===== config.mk =====
export PLATFORM = sky130hd
export DESIGN_NAME = pipe_pc_unit_flat
export DESIGN_NICKNAME = d
export VERILOG_FILES = /design/src/rtl/pipe_pc_pkg.sv /design/src/rtl/pipe_pc_if.sv /design/src/rtl/pipe_pc_redirect_buf.sv /design/src/rtl/pipe_pc_unit.sv /design/src/flat_wrapper.sv
export SDC_FILE = /design/constraint.sdc
export NUM_CORES = 1
export LEC_CHECK = 0
export CELL_PAD_IN_SITES_DETAIL_PLACEMENT = 0
export CELL_PAD_IN_SITES_GLOBAL_PLACEMENT = 2
export CORE_MARGIN = 2
export CORE_UTILIZATION = 25
export DETAILED_ROUTE_END_ITERATION = 7
export HOLD_SLACK_MARGIN = 0.12
export PLACE_DENSITY_LB_ADDON = 0.05
export RECOVER_POWER = 100
export SYNTH_ARGS = -nofsm -noshare
export SYNTH_HDL_FRONTEND = slang
export SYNTH_SLANG_ARGS = --single-unit

===== constraint.sdc =====
create_clock -name clk -period 2.1 [get_ports clk]
set_input_delay 0.63 -clock clk [delete_from_list [all_inputs] [get_ports clk]]
set_output_delay 0.63 -clock clk [all_outputs]
set_load 0.02 [all_outputs]

===== src/rtl/pipe_pc_pkg.sv =====
// Shared types for the fetch-stage program counter: FSM states, next-PC select and
// redirect kinds, plus the alignment helper used by the optional misalignment trap.
package pipe_pc_pkg;

    typedef enum logic [1:0] {BOOT, RUN, HOLD} pc_state_t;

    typedef enum logic [1:0] {SEL_SEQ, SEL_BR, SEL_PEND, SEL_EXC} next_sel_t;

    typedef enum logic [1:0] {NONE, BR, EXC} redir_kind_t;

    function automatic logic is_misaligned(input logic [63:0] target, input int unsigned inc);
        return (target % 64'(inc)) != 64'd0;
    endfunction

endpackage


===== src/rtl/pipe_pc_if.sv =====
// Fetch-PC bus: redirect/stall requests from the pipeline (master) and the PC state
// published by pipe_pc_unit (slave).
interface pipe_pc_if #(
    parameter int unsigned PC_W = 32
);
    logic            pc_we;
    logic            exc_req;
    logic [PC_W-1:0] exc_vec;
    logic            br_req;
    logic [PC_W-1:0] br_target;
    logic [PC_W-1:0] pc;
    logic [PC_W-1:0] pc_plus_inc;
    logic            pc_valid;
    logic            flush;
    logic            redir_pending;
    logic            misalign_exc;

    modport master (
        output pc_we, exc_req, exc_vec, br_req, br_target,
        input  pc, pc_plus_inc, pc_valid, flush, redir_pending, misalign_exc
    );

    modport slave (
        input  pc_we, exc_req, exc_vec, br_req, br_target,
        output pc, pc_plus_inc, pc_valid, flush, redir_pending, misalign_exc
    );
endinterface


===== src/rtl/pipe_pc_redirect_buf.sv =====
// One-entry pending-redirect register used while the PC is frozen. An exception always
// overwrites the entry; a branch never overwrites a pending exception.
module pc_redirect_buf
    import pipe_pc_pkg::*;
#(
    parameter int unsigned PC_W = 32
) (
    input  logic            clk,
    input  logic            clrn,
    input  logic            capture,
    input  redir_kind_t     kind,
    input  logic [PC_W-1:0] target,
    input  logic            clear,
    output logic            valid,
    output redir_kind_t     pend_kind,
    output logic [PC_W-1:0] pend_target
);

    logic accept;

    always_comb begin
        accept = 1'b0;
        if (capture) begin
            if (kind == EXC)
                accept = 1'b1;
            else if (kind == BR)
                accept = !(valid && (pend_kind == EXC));
        end
    end

    always_ff @(posedge clk or negedge clrn) begin
        if (!clrn) begin
            valid       <= 1'b0;
            pend_kind   <= NONE;
            pend_target <= '0;
        end else if (clear) begin
            valid     <= 1'b0;
            pend_kind <= NONE;
        end else if (accept) begin
            valid       <= 1'b1;
            pend_kind   <= kind;
            pend_target <= target;
        end
    end

endmodule


===== src/rtl/pipe_pc_unit.sv =====
// Fetch-stage PC: BOOT/RUN/HOLD FSM, priority next-PC mux, incrementer and PC register.
// Define PIPE_PC_MISALIGN_TRAP_EN to trap redirects whose target is not INC-aligned.
module pipe_pc_unit
    import pipe_pc_pkg::*;
#(
    parameter int unsigned     PC_W      = 32,
    parameter logic [PC_W-1:0] RESET_VEC = PC_W'(32'h0000_0000),
    parameter int unsigned     INC       = 4,
    parameter logic [PC_W-1:0] TRAP_VEC  = PC_W'(32'h0000_0008)
) (
    input  logic          clk,
    input  logic          clrn,
    pipe_pc_if.slave      bus
);

    pc_state_t       state, state_nxt;
    next_sel_t       sel;
    redir_kind_t     in_kind;
    redir_kind_t     buf_kind;
    logic            buf_valid;
    logic [PC_W-1:0] buf_target;
    logic [PC_W-1:0] in_target;
    logic [PC_W-1:0] pc_q, pc_nxt, pc_inc, redir_target;
    logic            flush_q, flush_nxt;
    logic            mis_nxt;
    logic            active, capture, release_buf;

    assign pc_inc      = pc_q + PC_W'(INC);
    assign active      = (state != BOOT);
    assign capture     = active && !bus.pc_we;
    assign release_buf = active && bus.pc_we;

    // Exception takes the buffer slot over a same-cycle branch.
    always_comb begin
        in_kind   = NONE;
        in_target = bus.br_target;
        if (bus.exc_req) begin
            in_kind   = EXC;
            in_target = bus.exc_vec;
        end else if (bus.br_req) begin
            in_kind = BR;
        end
    end

    pc_redirect_buf #(
        .PC_W (PC_W)
    ) u_redirect_buf (
        .clk         (clk),
        .clrn        (clrn),
        .capture     (capture),
        .kind        (in_kind),
        .target      (in_target),
        .clear       (release_buf),
        .valid       (buf_valid),
        .pend_kind   (buf_kind),
        .pend_target (buf_target)
    );

    always_ff @(posedge clk or negedge clrn) begin
        if (!clrn)
            state <= BOOT;
        else
            state <= state_nxt;
    end

    always_comb begin
        state_nxt = state;
        unique case (state)
            BOOT:    state_nxt = RUN;
            RUN:     if (!bus.pc_we && (in_kind != NONE)) state_nxt = HOLD;
            HOLD:    if (bus.pc_we) state_nxt = RUN;
            default: state_nxt = BOOT;
        endcase
    end

    always_comb begin
        sel          = SEL_SEQ;
        redir_target = pc_inc;
        pc_nxt       = pc_q;
        flush_nxt    = 1'b0;
        mis_nxt      = 1'b0;
        bus.pc_valid = active;

        if (release_buf) begin
            if (bus.exc_req)
                sel = SEL_EXC;
            else if (buf_valid && (buf_kind != NONE))
                sel = SEL_PEND;
            else if (bus.br_req)
                sel = SEL_BR;
        end

        case (sel)
            SEL_EXC:  redir_target = bus.exc_vec;
            SEL_PEND: redir_target = buf_target;
            SEL_BR:   redir_target = bus.br_target;
            default:  redir_target = pc_inc;
        endcase

        if (release_buf) begin
            if (sel == SEL_SEQ) begin
                pc_nxt = pc_inc;
            end else begin
                flush_nxt = 1'b1;
`ifdef PIPE_PC_MISALIGN_TRAP_EN
                if (is_misaligned(64'(redir_target), INC)) begin
                    pc_nxt  = TRAP_VEC;
                    mis_nxt = 1'b1;
                end else begin
                    pc_nxt = redir_target;
                end
`else
                pc_nxt = redir_target;
`endif
            end
        end
    end

    always_ff @(posedge clk or negedge clrn) begin
        if (!clrn) begin
            pc_q    <= RESET_VEC;
            flush_q <= 1'b0;
        end else begin
            pc_q    <= pc_nxt;
            flush_q <= flush_nxt;
        end
    end

`ifdef PIPE_PC_MISALIGN_TRAP_EN
    logic mis_q;

    always_ff @(posedge clk or negedge clrn) begin
        if (!clrn)
            mis_q <= 1'b0;
        else
            mis_q <= mis_nxt;
    end

    assign bus.misalign_exc = mis_q;
`else
    logic unused_trap;

    assign unused_trap      = ^{TRAP_VEC, mis_nxt};
    assign bus.misalign_exc = 1'b0;
`endif

    assign bus.pc            = pc_q;
    assign bus.pc_plus_inc   = pc_inc;
    assign bus.flush         = flush_q;
    assign bus.redir_pending = buf_valid;

endmodule


===== src/flat_wrapper.sv =====
// flat-port wrapper written by rule: the top's interface ports become plain ports
module pipe_pc_unit_flat import pipe_pc_pkg::*;
#(
    parameter int unsigned     PC_W      = 32,
    parameter logic [PC_W-1:0] RESET_VEC = PC_W'(32'h0000_0000),
    parameter int unsigned     INC       = 4,
    parameter logic [PC_W-1:0] TRAP_VEC  = PC_W'(32'h0000_0008)
)
  (clk, clrn, bus_pc_we, bus_exc_req, bus_exc_vec, bus_br_req, bus_br_target, bus_pc, bus_pc_plus_inc, bus_pc_valid, bus_flush, bus_redir_pending, bus_misalign_exc);
  pipe_pc_if #(.PC_W(PC_W)) bus_i ();
  input  logic clk;
  input  logic clrn;
  input wire logic [$bits(bus_i.pc_we)-1:0] bus_pc_we;
  input wire logic [$bits(bus_i.exc_req)-1:0] bus_exc_req;
  input wire logic [$bits(bus_i.exc_vec)-1:0] bus_exc_vec;
  input wire logic [$bits(bus_i.br_req)-1:0] bus_br_req;
  input wire logic [$bits(bus_i.br_target)-1:0] bus_br_target;
  output wire logic [$bits(bus_i.pc)-1:0] bus_pc;
  output wire logic [$bits(bus_i.pc_plus_inc)-1:0] bus_pc_plus_inc;
  output wire logic [$bits(bus_i.pc_valid)-1:0] bus_pc_valid;
  output wire logic [$bits(bus_i.flush)-1:0] bus_flush;
  output wire logic [$bits(bus_i.redir_pending)-1:0] bus_redir_pending;
  output wire logic [$bits(bus_i.misalign_exc)-1:0] bus_misalign_exc;
  assign bus_i.pc_we = bus_pc_we;
  assign bus_i.exc_req = bus_exc_req;
  assign bus_i.exc_vec = bus_exc_vec;
  assign bus_i.br_req = bus_br_req;
  assign bus_i.br_target = bus_br_target;
  assign bus_pc = bus_i.pc;
  assign bus_pc_plus_inc = bus_i.pc_plus_inc;
  assign bus_pc_valid = bus_i.pc_valid;
  assign bus_flush = bus_i.flush;
  assign bus_redir_pending = bus_i.redir_pending;
  assign bus_misalign_exc = bus_i.misalign_exc;
  pipe_pc_unit #(.PC_W(PC_W), .RESET_VEC(RESET_VEC), .INC(INC), .TRAP_VEC(TRAP_VEC)) u_core (.clk(clk), .clrn(clrn), .bus(bus_i));
endmodule

==> results_dict.tcl <==
set metrics [dict create \
    status "finished, violations left" \
    violations "negative setup slack" \
    yosys.area.top_type "dfrtp_1" \
    drive_gt1_share_pct 37.2 \
    placed_cells 1006 \
    viasPerCell 4.95 \
    crit_fanout 4 \
    grtUsageMet3_pct 3.15 \
    synth.distinct_cells 52 \
    layout_setup_ws_ps -579 \
    finalHoldViolations 0 \
    cp-end-kind "output port" \
    grt_max_degree 63 \
    cts_buffers 9 \
    clk_latency_ps 340 \
    grt.overflow.total 0 \
    vias 5282 \
    fmaxAchievable_ghz 0.373 \
    cts_sinks 70 \
    power_leakage_uw 0.00356 \
    period_share_pct 128 \
    cap_violations 0 \
    instances_no_fill 1066 \
    cts_tree "done" \
    synth.yosys.warnings 0 \
    startpoint_type "register" \
    grt.busiest_layer "met2" \
    async_flop_share_pct 100 \
    ir_worst_vdd_mv 0.482 \
    wirelength_mm 19.1 \
    antennaDiodeCount 0 \
    p_total_uw 8600 \
    ioPinCount 137 \
    slew_violations 0 \
    cts_root_buffer "clkbuf_16" \
    rsz0062_at_grt "yes" \
    nets 902 \
    crit_slowest_cell "dfrtp_2" \
    drtIter0Drc 298 \
    crit_required_ps 1470 \
    setup_violations 59 \
    synth_common_cells "a21oi_1, nor2_1, dfrtp_1" \
    grt_pass1_vias 5121 \
    setup_tns_ps -12890 \
    synth_edf_count 0 \
    track_usage_pct 18.8 \
    h-tree-depth 3 \
    ys.flop_type "dfrtp_1" \
    synth_seq_cells 70 \
    clock_skew_ps 4.89 \
    postSynthCellCount 555 \
    synth_nets 625 \
    maxSlewHeadroom_pct 12.2 \
    grt_util_met2_pct 29.8 \
    power.density_nw_per_um2 1040 \
    cts.reportedPaths.clkPinSlew_ps 60 \
    timing.critical_path.mode_cell "buf_4" \
    synth_top_area_share_pct 37.9 \
    start_util_pct 25.6 \
    cp_cell_sequence "nand4_4 > buf_6 > nor4_4 > buf_4 > nand4_1 > xnor2_2 > buf_4" \
    synth.most_common_cell "a21oi_1" \
    fin_crit_ps 2680 \
    cpPeakStageDelay_ps 390 \
    holdCritPathClass "reg -> reg" \
    clk_path_buf_depth 2 \
    syn_to_final_growth_pct 79.7 \
    synth_area_leaders "dfrtp_1, a21oi_1, mux2i_1, nor2_1, xnor2_1" \
    die_w_um 140 \
    dieArea_um2 19600 \
    syn_area_um2 4620 \
    fill_cells 1795 \
    antenna_found_initial 0 \
    drc 0 \
    ant_nets 0 \
    dr.pass1.iters 6 \
    cts_hold_buf 0 \
    place_congestion 0.813 \
    tightest_slew_ps 1320 \
    rows 49 \
    place_hpwl_mm 13.6 \
    wl_per_cell_um 17.9 \
    yosysSeqAreaShare_pct 37.9 \
    crit_type "reg -> out" \
    core_um2 18000 \
    grt_pass1_wl_mm 29.0 \
    arrival_ps 2050 \
    io_buffers 135 \
    dieHeight_um 140 \
    grt.met1_usage_pct 26.5 \
    syn-mean-instance-area_um2 8.32 \
]
==> cell families (layout without fill, tap and decap cells) <==
logic type               after synthesis  count (layout)  synth area share, %
AND/OR/NAND/NOR                      203             203                 22.6
AO/OA/AOI/OAI                        167             167                 22.1
flip-flops                            70              70                 37.9
buffers and inverters                 53             335                 4.74
multiplexers                          32              32                 6.96
XOR/XNOR                              28              28                 5.31
adder cells (fa/ha/maj)                1               1                0.271
other                                  1               1               0.0812
==> through the flow <==
| step | utilization, % | hold slack [ps] | setup WS, ps | area (um^2) |
|---|---|---|---|---|
| after floorplan | - | 334 | -283 | 4880 |
| after global placement | 41.2 | 493 | -628 | 7430 |
| after detailed placement | 41.2 | 497 | -653 | 7430 |
| after CTS | 44.6 | 197 | -600 | 8040 |
| after global routing | 46.0 | 540 | -678 | 8300 |
| final | 46.0 | 508 | -579 | 8300 |
==> path summary, 6_finish.rpt <==
| path | startpoint | endpoint | slack, ps | depth (start not counted) |
|---|---|---|---|---|
| worst max register to register | u_core.bus.pc[6] | u_core.bus.pc[22] | 120 | 9 |
| worst min register to register | u_core.bus.pc[1] | u_core.bus.pc[1] | 510 | 2 |
| worst min-delay path | u_core.bus.pc[1] | u_core.bus.pc[1] | 510 | 2 |
| worst max-delay path | u_core.bus.pc[6] | bus_pc_plus_inc[28] | -580 | 7 |
| min in group asynchronous | clrn | u_core.bus.pc[10] | 570 | 1 |
| max in group asynchronous | clrn | u_core.bus.pc[17] | 210 | 2 |
==> layout by cell type (no fill, tap or decap), types with 9 or more instances in the layout <==
master	Yosys	routed
nand3b_1	12	12
xnor2_2	0	17
nand3_1	18	9
dfrtp_1	70	58
mux2i_1	31	31
buf_4	3	164
nor3b_1	15	15
clkdlybuf4s50_1	0	69
nand2_1	35	29
nor2_1	72	64
o21ai_0	33	33
clkbuf_16	0	10
a211oi_1	14	12
buf_6	0	33
nor3_1	21	18
dfrtp_2	0	12
clkbuf_1	35	9
dlygate4sd2_1	0	22
a21oi_1	77	77
==> layer usage <==
| layer | routed length (um) | vias up |
|---|---|---|
| met2 | 8950 | 148 |
| met4 | 266 | 0 |
| met3 | 963 | 20 |
| met1 | 8920 | 2540 |
| li1 | - | 2574 |
| met5 | 0 | - |
==> critical path: cells and delay by family, from the launching register on <==
kind	cells	cell delay [ps]
flip-flops	1	390
XOR/XNOR	1	190
buffers and inverters	3	490
AND/OR/NAND/NOR	3	630
==> sequential cells by signal (all words and copies together) (netlist names) <==
signal / count
u_core.state: 2
u_core.u_redirect_buf.pend_kind: 2
u_core.bus.pc: 32
u_core.bus.flush: 1
u_core.u_redirect_buf.pend_target: 32
u_core.u_redirect_buf.valid: 1
==> what timing repair did <==
item / in CTS / in global routing
pin swaps: 22 / 23
endpoints found under the setup margin: 53 / 81
buffers inserted: 22 / 25
gates cloned: 1 / 2
resized for setup: 219 / 51
==> where the power goes <==
part | total [uW] | internal [uW] | switching, uW
clock | 1590 | 980 | 612
sequential | 2150 | 1810 | 337
combinational | 4860 | 2340 | 2530
==> area by class of cell <==
type / instances / area, um^2 / area share [%]
Sequential cell: 70 / 1770 / 21.3
Clock buffer: 12 / 256 / 3.09
Multi-Input combinational cell: 432 / 3150 / 38.0
Clock inverter: 4 / 45.0 / 0.543
Inverter: 5 / 18.8 / 0.226
Timing Repair Buffer: 314 / 2780 / 33.4
Tap cell: 229 / 287 / 3.45
Power figures use the tool's default switching activity.
